`src/rtl/mc_control_pkg.sv`:
```
// mc_defs: shared encodings for the multi-cycle controller and the ALU side.
package mc_defs;
  typedef enum logic [3:0] {
    FETCH, DECODE, MEMADR, MEMRD, MEMWB, MEMWR, REXEC, RWB,
    BRANCH, JUMP, IEXEC, IWB, HOLD
  } state_t;
  localparam logic [3:0] ALU_AND = 4'd0;
  localparam logic [3:0] ALU_OR  = 4'd1;
  localparam logic [3:0] ALU_ADD = 4'd2;
  localparam logic [3:0] ALU_SUB = 4'd6;
  localparam logic [3:0] ALU_SLT = 4'd7;
  localparam logic [3:0] ALU_NOR = 4'd12;
  localparam logic [3:0] ALU_NOP = 4'd15;
  localparam logic [5:0] OP_RTYPE = 6'h00;
  localparam logic [5:0] OP_J     = 6'h02;
  localparam logic [5:0] OP_BEQ   = 6'h04;
  localparam logic [5:0] OP_ADDI  = 6'h08;
  localparam logic [5:0] OP_SLTI  = 6'h0A;
  localparam logic [5:0] OP_ANDI  = 6'h0C;
  localparam logic [5:0] OP_ORI   = 6'h0D;
  localparam logic [5:0] OP_LW    = 6'h23;
  localparam logic [5:0] OP_SW    = 6'h2B;
  localparam logic [5:0] FN_ADD = 6'h20;
  localparam logic [5:0] FN_SUB = 6'h22;
  localparam logic [5:0] FN_AND = 6'h24;
  localparam logic [5:0] FN_OR  = 6'h25;
  localparam logic [5:0] FN_NOR = 6'h27;
  localparam logic [5:0] FN_SLT = 6'h2A;
  localparam logic [1:0] SRCB_B   = 2'd0;
  localparam logic [1:0] SRCB_4   = 2'd1;
  localparam logic [1:0] SRCB_IMM = 2'd2;
  localparam logic [1:0] SRCB_BR  = 2'd3;
  localparam logic [1:0] PC_ALU    = 2'd0;
  localparam logic [1:0] PC_ALUOUT = 2'd1;
  localparam logic [1:0] PC_JUMP   = 2'd2;
  typedef struct packed {
    logic       pc_en;
    logic       iord;
    logic       mem_read;
    logic       mem_write;
    logic       ir_write;
    logic       reg_write;
    logic       reg_dst;
    logic       mem_to_reg;
    logic       alu_src_a;
    logic [1:0] alu_src_b;
    logic       ext_zero;
    logic [1:0] pc_src;
    logic [3:0] alu_op;
  } ctrl_t;
  // Control word for a state; pc_en in BRANCH is added later from zero.
  function automatic ctrl_t ctrl_of(state_t s, logic [3:0] rop, logic [3:0] iop, logic iext);
    ctrl_t c;
    c = '0;
    c.alu_op = ALU_NOP;
    case (s)
      FETCH:  begin c.mem_read = 1'b1; c.ir_write = 1'b1; c.alu_src_b = SRCB_4; c.alu_op = ALU_ADD; c.pc_src = PC_ALU; c.pc_en = 1'b1; end
      DECODE: begin c.alu_src_b = SRCB_BR; c.alu_op = ALU_ADD; end
      MEMADR: begin c.alu_src_a = 1'b1; c.alu_src_b = SRCB_IMM; c.alu_op = ALU_ADD; end
      MEMRD:  begin c.iord = 1'b1; c.mem_read = 1'b1; end
      MEMWB:  begin c.reg_write = 1'b1; c.mem_to_reg = 1'b1; end
      MEMWR:  begin c.iord = 1'b1; c.mem_write = 1'b1; end
      REXEC:  begin c.alu_src_a = 1'b1; c.alu_src_b = SRCB_B; c.alu_op = rop; end
      RWB:    begin c.reg_write = 1'b1; c.reg_dst = 1'b1; end
      BRANCH: begin c.alu_src_a = 1'b1; c.alu_src_b = SRCB_B; c.alu_op = ALU_SUB; c.pc_src = PC_ALUOUT; end
      JUMP:   begin c.pc_src = PC_JUMP; c.pc_en = 1'b1; end
      IEXEC:  begin c.alu_src_a = 1'b1; c.alu_src_b = SRCB_IMM; c.alu_op = iop; c.ext_zero = iext; end
      IWB:    c.reg_write = 1'b1;
      default: ;
    endcase
    return c;
  endfunction
endpackage

```
`src/rtl/mc_control_if.sv`:
```
// mc_control_if: controller <-> datapath signals; master is the controller.
interface mc_control_if;
  logic [5:0] opcode;
  logic [5:0] funct;
  logic       zero;
  logic       pc_en;
  logic       iord;
  logic       mem_read;
  logic       mem_write;
  logic       ir_write;
  logic       reg_write;
  logic       reg_dst;
  logic       mem_to_reg;
  logic       alu_src_a;
  logic [1:0] alu_src_b;
  logic       ext_zero;
  logic [1:0] pc_src;
  logic [3:0] alu_op;
  logic       illegal_op;
  modport master(
    input  opcode, funct, zero,
    output pc_en, iord, mem_read, mem_write, ir_write, reg_write, reg_dst,
           mem_to_reg, alu_src_a, alu_src_b, ext_zero, pc_src, alu_op, illegal_op
  );
  modport slave(
    output opcode, funct, zero,
    input  pc_en, iord, mem_read, mem_write, ir_write, reg_write, reg_dst,
           mem_to_reg, alu_src_a, alu_src_b, ext_zero, pc_src, alu_op, illegal_op
  );
endinterface

```
`src/rtl/mc_control_alu_op_decode.sv`:
```
// alu_op_decode: R-type funct to ALU opcode, with a legality flag.
module alu_op_decode
  import mc_defs::*;
(
  input  logic [5:0] funct,
  output logic [3:0] alu_op,
  output logic       valid
);
  assign alu_op = funct == FN_ADD ? ALU_ADD :
                  funct == FN_SUB ? ALU_SUB :
                  funct == FN_AND ? ALU_AND :
                  funct == FN_OR  ? ALU_OR  :
                  funct == FN_NOR ? ALU_NOR :
                  funct == FN_SLT ? ALU_SLT : ALU_NOP;
  assign valid = alu_op != ALU_NOP;
endmodule

```
`src/rtl/mc_control.sv`:
```
// mc_control: multi-cycle MIPS main controller; define MC_IMM_OPS_EN to
// enable addi/andi/ori/slti.
module mc_control
  import mc_defs::*;
#(
  parameter bit RESET_PC_EN = 1'b1
) (
  input  logic clk,
  input  logic rst_n,
  mc_control_if.master bus
);
  state_t     state, nxt, s_d, rst_s;
  ctrl_t      ctrl;
  logic [3:0] r_op, imm_op;
  logic       r_ok, imm_ok, imm_ext, is_lw;
  alu_op_decode u_dec (.funct(bus.funct), .alu_op(r_op), .valid(r_ok));
`ifdef MC_IMM_OPS_EN
  assign imm_op = bus.opcode == OP_ADDI ? ALU_ADD :
                  bus.opcode == OP_ANDI ? ALU_AND :
                  bus.opcode == OP_ORI  ? ALU_OR  :
                  bus.opcode == OP_SLTI ? ALU_SLT : ALU_NOP;
  assign imm_ok  = imm_op != ALU_NOP;
  assign imm_ext = bus.opcode == OP_ANDI || bus.opcode == OP_ORI;
`else
  assign imm_op  = ALU_NOP;
  assign imm_ok  = 1'b0;
  assign imm_ext = 1'b0;
`endif
  assign rst_s = RESET_PC_EN ? HOLD : FETCH;
  always_comb begin
    nxt = FETCH;
    case (state)
      FETCH:  nxt = DECODE;
      DECODE: nxt = (bus.opcode == OP_RTYPE && r_ok) ? REXEC :
                    (bus.opcode == OP_LW || bus.opcode == OP_SW) ? MEMADR :
                    bus.opcode == OP_BEQ ? BRANCH :
                    bus.opcode == OP_J ? JUMP :
                    imm_ok ? IEXEC : FETCH;
      MEMADR: nxt = is_lw ? MEMRD : MEMWR;
      MEMRD:  nxt = MEMWB;
      REXEC:  nxt = RWB;
      IEXEC:  nxt = IWB;
      default: nxt = FETCH;
    endcase
    s_d = rst_n ? nxt : rst_s;
  end
  // Control word is registered for the state being entered; lw/sw is latched in DECODE.
  always_ff @(posedge clk) begin
    state <= s_d;
    ctrl  <= ctrl_of(s_d, r_op, imm_op, imm_ext);
    if (state == DECODE) is_lw <= bus.opcode == OP_LW;
  end
  // Enables are masked while rst_n is low so an aborted instruction cannot write.
  assign bus.pc_en      = rst_n & (ctrl.pc_en | (state == BRANCH & bus.zero));
  assign bus.mem_read   = rst_n & ctrl.mem_read;
  assign bus.mem_write  = rst_n & ctrl.mem_write;
  assign bus.ir_write   = rst_n & ctrl.ir_write;
  assign bus.reg_write  = rst_n & ctrl.reg_write;
  assign bus.iord       = ctrl.iord;
  assign bus.reg_dst    = ctrl.reg_dst;
  assign bus.mem_to_reg = ctrl.mem_to_reg;
  assign bus.alu_src_a  = ctrl.alu_src_a;
  assign bus.alu_src_b  = ctrl.alu_src_b;
  assign bus.ext_zero   = ctrl.ext_zero;
  assign bus.pc_src     = ctrl.pc_src;
  assign bus.alu_op     = ctrl.alu_op;
  assign bus.illegal_op = state == DECODE && nxt == FETCH;
endmodule

```
`src/flat_wrapper.sv`:
```
// flat-port wrapper written by rule: the top's interface ports become plain ports
module mc_control_flat import mc_defs::*;
#(
  parameter bit RESET_PC_EN = 1'b1
)
  (clk, rst_n, bus_opcode, bus_funct, bus_zero, bus_pc_en, bus_iord, bus_mem_read, bus_mem_write, bus_ir_write, bus_reg_write, bus_reg_dst, bus_mem_to_reg, bus_alu_src_a, bus_alu_src_b, bus_ext_zero, bus_pc_src, bus_alu_op, bus_illegal_op);
  mc_control_if bus_i ();
  input  logic clk;
  input  logic rst_n;
  input wire logic [$bits(bus_i.opcode)-1:0] bus_opcode;
  input wire logic [$bits(bus_i.funct)-1:0] bus_funct;
  input wire logic [$bits(bus_i.zero)-1:0] bus_zero;
  output wire logic [$bits(bus_i.pc_en)-1:0] bus_pc_en;
  output wire logic [$bits(bus_i.iord)-1:0] bus_iord;
  output wire logic [$bits(bus_i.mem_read)-1:0] bus_mem_read;
  output wire logic [$bits(bus_i.mem_write)-1:0] bus_mem_write;
  output wire logic [$bits(bus_i.ir_write)-1:0] bus_ir_write;
  output wire logic [$bits(bus_i.reg_write)-1:0] bus_reg_write;
  output wire logic [$bits(bus_i.reg_dst)-1:0] bus_reg_dst;
  output wire logic [$bits(bus_i.mem_to_reg)-1:0] bus_mem_to_reg;
  output wire logic [$bits(bus_i.alu_src_a)-1:0] bus_alu_src_a;
  output wire logic [$bits(bus_i.alu_src_b)-1:0] bus_alu_src_b;
  output wire logic [$bits(bus_i.ext_zero)-1:0] bus_ext_zero;
  output wire logic [$bits(bus_i.pc_src)-1:0] bus_pc_src;
  output wire logic [$bits(bus_i.alu_op)-1:0] bus_alu_op;
  output wire logic [$bits(bus_i.illegal_op)-1:0] bus_illegal_op;
  assign bus_i.opcode = bus_opcode;
  assign bus_i.funct = bus_funct;
  assign bus_i.zero = bus_zero;
  assign bus_pc_en = bus_i.pc_en;
  assign bus_iord = bus_i.iord;
  assign bus_mem_read = bus_i.mem_read;
  assign bus_mem_write = bus_i.mem_write;
  assign bus_ir_write = bus_i.ir_write;
  assign bus_reg_write = bus_i.reg_write;
  assign bus_reg_dst = bus_i.reg_dst;
  assign bus_mem_to_reg = bus_i.mem_to_reg;
  assign bus_alu_src_a = bus_i.alu_src_a;
  assign bus_alu_src_b = bus_i.alu_src_b;
  assign bus_ext_zero = bus_i.ext_zero;
  assign bus_pc_src = bus_i.pc_src;
  assign bus_alu_op = bus_i.alu_op;
  assign bus_illegal_op = bus_i.illegal_op;
  mc_control #(.RESET_PC_EN(RESET_PC_EN)) u_core (.clk(clk), .rst_n(rst_n), .bus(bus_i));
endmodule
```
`config.mk`:
```
export PLATFORM = sky130hd
export DESIGN_NAME = mc_control_flat
export DESIGN_NICKNAME = d
export VERILOG_FILES = /design/src/rtl/mc_control_pkg.sv /design/src/rtl/mc_control_if.sv /design/src/rtl/mc_control_alu_op_decode.sv /design/src/rtl/mc_control.sv /design/src/flat_wrapper.sv
export SDC_FILE = /design/constraint.sdc
export NUM_CORES = 1
export LEC_CHECK = 0
export ABC_AREA = 1
export CAP_MARGIN = 20
export CORE_ASPECT_RATIO = 0.75
export CORE_MARGIN = 3
export CORE_UTILIZATION = 29
export DETAILED_ROUTE_END_ITERATION = 6
export GPL_TIMING_DRIVEN = 0
export PLACE_DENSITY = 0.57
export SLEW_MARGIN = 0
export SYNTH_ARGS = -nofsm -noshare
export SYNTH_HDL_FRONTEND = slang
export SYNTH_SLANG_ARGS = --single-unit
```
`constraint.sdc`:
```
create_clock -name clk -period 1.99 [get_ports clk]
set_input_delay 0.398 -clock clk [delete_from_list [all_inputs] [get_ports clk]]
set_output_delay 0.398 -clock clk [all_outputs]
set_load 0.03 [all_outputs]
```
==> impl_metrics.prom <==
# TYPE chip_impl_metric gauge
chip_impl_metric{name="finish.cell_count_without_fillers",unit=""} 272
chip_impl_metric{name="synthDistinctLibCells",unit=""} 31
chip_impl_metric{name="fill_cells",unit=""} 381
chip_impl_metric{name="preCtsSetupSlack",unit="ns"} -1.03
chip_impl_metric{name="worst_path_max_fanout",unit=""} 4
chip_impl_metric{name="post-route-cell-area",unit="mm^2"} 0.00187
chip_impl_metric{name="core-area",unit="mm^2"} 0.00376
chip_impl_info{name="startpoint_type",value="flip-flop"} 1
chip_impl_metric{name="synth.avg_cell_area",unit="um^2"} 7.31
chip_impl_info{name="timing.critical_path.mode_cell",value="sky130_fd_sc_hd__nand2_2"} 1
chip_impl_metric{name="yosys_warnings",unit=""} 0
chip_impl_metric{name="min_period",unit="ns"} 2.04
chip_impl_info{name="crit_type",value="reg -> out"} 1
chip_impl_metric{name="pwr-share-comb",unit="%"} 17.3
chip_impl_metric{name="routabilityCongestion",unit=""} 0.910
chip_impl_metric{name="overall_die_area",unit="mm^2"} 0.00484
chip_impl_info{name="startpoint",value="u_core.state[3]"} 1
chip_impl_metric{name="drive_gt1_share",unit="%"} 48.6
chip_impl_metric{name="1st_pass_router_iterations",unit=""} 4
chip_impl_info{name="outcome",value="complete, but fails checks"} 1
chip_impl_metric{name="final.period_utilization",unit="%"} 103
chip_impl_info{name="synthDominantAreaCellType",value="sky130_fd_sc_hd__dfxtp_1"} 1
chip_impl_metric{name="routed_wirelength",unit="um"} 2820
chip_impl_metric{name="antenna_cells_inserted",unit=""} 0
chip_impl_metric{name="drt-wirelength-per-cell",unit="um"} 10.4
chip_impl_metric{name="asyncSetResetFlopFracSynth",unit="%"} 0
chip_impl_metric{name="syn-cell-area",unit="mm^2"} 0.00117
chip_impl_metric{name="ys_seq_area_share",unit="%"} 38.5
chip_impl_metric{name="via_count",unit=""} 1175
chip_impl_metric{name="grt_max_degree",unit=""} 14
chip_impl_metric{name="mappedNetlistNets",unit=""} 175
chip_impl_metric{name="clockBufferDepth",unit=""} 2
chip_impl_metric{name="global_route.overflow_total",unit=""} 0
chip_impl_metric{name="seqPwrFrac",unit="%"} 45.7
chip_impl_metric{name="drtAntennaViolNets",unit=""} 0
chip_impl_metric{name="regToRegSetupSlack",unit="ns"} 0.22
chip_impl_metric{name="slowest_delay",unit="ns"} 0.31
chip_impl_metric{name="post-layout-total-power",unit="mW"} 1.01
chip_impl_metric{name="clock_skew",unit="ns"} 0.00363
chip_impl_metric{name="power.density",unit="mW/mm^2"} 539
chip_impl_info{name="max_flop_register",value="u_core.ctrl"} 1
chip_impl_metric{name="edff_count_synth",unit=""} 1
chip_impl_info{name="root_driver",value="sky130_fd_sc_hd__clkbuf_8"} 1
chip_impl_metric{name="cap_viol_max_count",unit=""} 0
chip_impl_metric{name="yosysTopAreaCellShare",unit="%"} 35.9
chip_impl_metric{name="clock_insertion_delay_worst_skew",unit="ns"} 0.27
chip_impl_metric{name="drcViolationCount",unit=""} 0
chip_impl_metric{name="largest_register_ff_count",unit=""} 5
chip_impl_info{name="synth_area_leaders",value="sky130_fd_sc_hd__dfxtp_1 36%, sky130_fd_sc_hd__nand2_1 12%, sky130_fd_sc_hd__inv_1 6.4%"} 1
chip_impl_metric{name="cts.sink_count",unit=""} 22
chip_impl_info{name="timing.critical_path.to_type",value="primary output"} 1
chip_impl_info{name="worstPathCellList",value="inv_2 -> nor3_2 -> nand2_2 -> nand2_2 -> a31oi_4 -> nand2_4 -> nor2_4 -> nand2_2 -> nor3_2 -> buf_4"} 1
chip_impl_metric{name="layout.nets",unit=""} 236
chip_impl_metric{name="synth.ff_latch_count",unit=""} 22
chip_impl_metric{name="power_frac_clock",unit="%"} 37.0
chip_impl_metric{name="finalHoldViolations",unit=""} 0
chip_impl_metric{name="post_drt_via_cell_ratio",unit=""} 4.32
chip_impl_metric{name="rr_worst_depth",unit=""} 14
chip_impl_metric{name="initial_utilization",unit="%"} 31.1
chip_impl_metric{name="fin_hold_ws",unit="ns"} 0.569
chip_impl_metric{name="first_iter_violations",unit=""} 30
chip_impl_metric{name="syn2layout_area_growth",unit="%"} 59.6
chip_impl_metric{name="final_worst_path_setup_slack",unit="ns"} -0.0526
chip_impl_metric{name="p_int",unit="mW"} 0.755
chip_impl_info{name="yosys_most_used_dff",value="sky130_fd_sc_hd__dfxtp_1"} 1
chip_impl_metric{name="grt_pass1_vias",unit=""} 1091
chip_impl_info{name="mostFrequentLayoutCell",value="sky130_fd_sc_hd__buf_4"} 1
chip_impl_metric{name="portBuffers",unit=""} 32
chip_impl_info{name="timing.critical_path.to",value="bus_illegal_op"} 1
chip_impl_metric{name="crit_arrival",unit="ns"} 1.64
chip_impl_info{name="crit-reg2reg-launch",value="u_core.state[1]"} 1
chip_impl_metric{name="cts-htree-levels",unit=""} 1
chip_impl_metric{name="die_y",unit="um"} 61.0
chip_impl_info{name="failed_checks",value="setup timing"} 1
chip_impl_metric{name="p_leak",unit="nW"} 0.940
chip_impl_metric{name="placement.cell_area",unit="mm^2"} 0.00156
chip_impl_metric{name="max_clock_freq",unit="GHz"} 0.490
chip_impl_info{name="most_used_cells_in_the_layout_excluding_fill_and_tap_cells",value="35 x sky130_fd_sc_hd__buf_4, 29 x sky130_fd_sc_hd__nand2_1, 18 x sky130_fd_sc_hd__dfxtp_1, 14 x sky130_fd_sc_hd__inv_1, 14 x sky130_fd_sc_hd__clkdlybuf4s50_1"} 1
chip_impl_info{name="cpMaxStageDelayCell",value="sky130_fd_sc_hd__dfxtp_1"} 1
chip_impl_info{name="regToRegEndpoint",value="u_core.bus.alu_op[0]"} 1
chip_impl_metric{name="final-setup-viol-count",unit=""} 1
chip_impl_info{name="rsz0062_at_grt",value="yes"} 1
chip_impl_metric{name="timing.critical_path.required",unit="ns"} 1.59
chip_impl_metric{name="grt_util_all_layers",unit="%"} 11.6
chip_impl_metric{name="post-route-util",unit="%"} 49.7
chip_impl_metric{name="cts-buffers-inserted",unit=""} 3
chip_impl_info{name="holdCritStartpoint",value="bus_opcode[3]"} 1
chip_impl_metric{name="power.switching",unit="mW"} 0.252
chip_impl_metric{name="dpl.cell_count",unit=""} 244
chip_impl_info{name="cts_tree",value="built"} 1
chip_impl_metric{name="io-pin-count",unit=""} 34
chip_impl_metric{name="rows",unit=""} 19
chip_impl_metric{name="dp_hpwl",unit="um"} 1810
chip_impl_metric{name="irDropWorstVdd",unit="V"} 0.000272
chip_impl_metric{name="die-width",unit="um"} 79.3
chip_impl_metric{name="final_max_slew_violation_count",unit=""} 0
chip_impl_metric{name="power.share.switching",unit="%"} 25.1
chip_impl_metric{name="syn_inst",unit=""} 160
chip_impl_metric{name="antenna_found_initial",unit=""} 0
chip_impl_metric{name="grt_pass1_wl",unit="um"} 4430
chip_impl_info{name="hp-class",value="in -> reg"} 1
chip_impl_metric{name="worst_setup_hold_path_clk_slew",unit="ns"} 0.08
chip_impl_metric{name="fin_setup_tns",unit="ns"} -0.0526
critical path, delay by kind of cell, from the launching register on:
family / cells / cell delay, ns
flops: 1 / 0.31
buf+inv: 2 / 0.28
simple gates: 7 / 0.59
compound gates: 1 / 0.18
synth_stat cells (2+ instances only):
master and count:
sky130_fd_sc_hd__a31oi_1 3, sky130_fd_sc_hd__nand2_1 36, sky130_fd_sc_hd__nor2_2 3, sky130_fd_sc_hd__nand2_2 8, sky130_fd_sc_hd__nand4_1 2, sky130_fd_sc_hd__inv_1 20, sky130_fd_sc_hd__nor3_2 2, sky130_fd_sc_hd__nor2_4 3
sky130_fd_sc_hd__dfxtp_1 21, sky130_fd_sc_hd__inv_2 8, sky130_fd_sc_hd__nand3_1 9, sky130_fd_sc_hd__nor2_1 15, sky130_fd_sc_hd__buf_4 9, sky130_fd_sc_hd__nand3_2 4
logic make-up after synthesis:
family	Yosys count	synth area share [%]
other cells	1	0.321
compound gates	10	6.74
simple gates	87	38.4
buf+inv	40	16.0
flops	22	38.5
worst min-delay path by stage:
stage                            to  depth (start not counted)
6_report               u_core.is_lw                          2
5_1_grt                u_core.is_lw                          2
4_1_cts        u_core.bus.alu_op[2]                          5
3_5_place_dp        u_core.state[3]                          2
3_3_place_gp        u_core.state[3]                          2
2_1_floorplan       u_core.state[3]                          1
routing by layer:
layer  global-route usage, %  up-vias  wire length [um]
met5                       0        -                 0
met4                    3.43        0                57
met3                    2.97        7               179
met2                    22.3       42              1390
met1                    12.8      523              1200
li1                        -      603                 -
area by class of cell:
| type | count | area [um^2] | area share [%] |
|---|---|---|---|
| multi-input combinational | 98 | 627 | 33.6 |
| sequential | 22 | 459 | 24.6 |
| timing repair buffer | 56 | 454 | 24.3 |
| inverter | 30 | 120 | 6.43 |
| buffer | 10 | 75.1 | 4.02 |
| clock buffer | 4 | 66.3 | 3.55 |
| tap | 52 | 65.1 | 3.49 |
power groups by stage:
stage / clock network [mW] / registers, mW / logic [mW]
floorplan: 0 / 0.470 / 0.0828
global route: 0.392 / 0.462 / 0.189
finish: 0.372 / 0.460 / 0.174
detailed placement: 0 / 0.471 / 0.141
global placement: 0 / 0.471 / 0.139
CTS: 0.368 / 0.461 / 0.162
repair_timing:
| action | in CTS | in global routing |
|---|---|---|
| pin swaps | 13 | 13 |
| setup endpoints to repair | 6 | 6 |
| resized for setup | 71 | 15 |
| hold buffers | 0 | 0 |
| buffers inserted | 21 | 5 |
No activity file was read; power rests on OpenSTA's default activity.
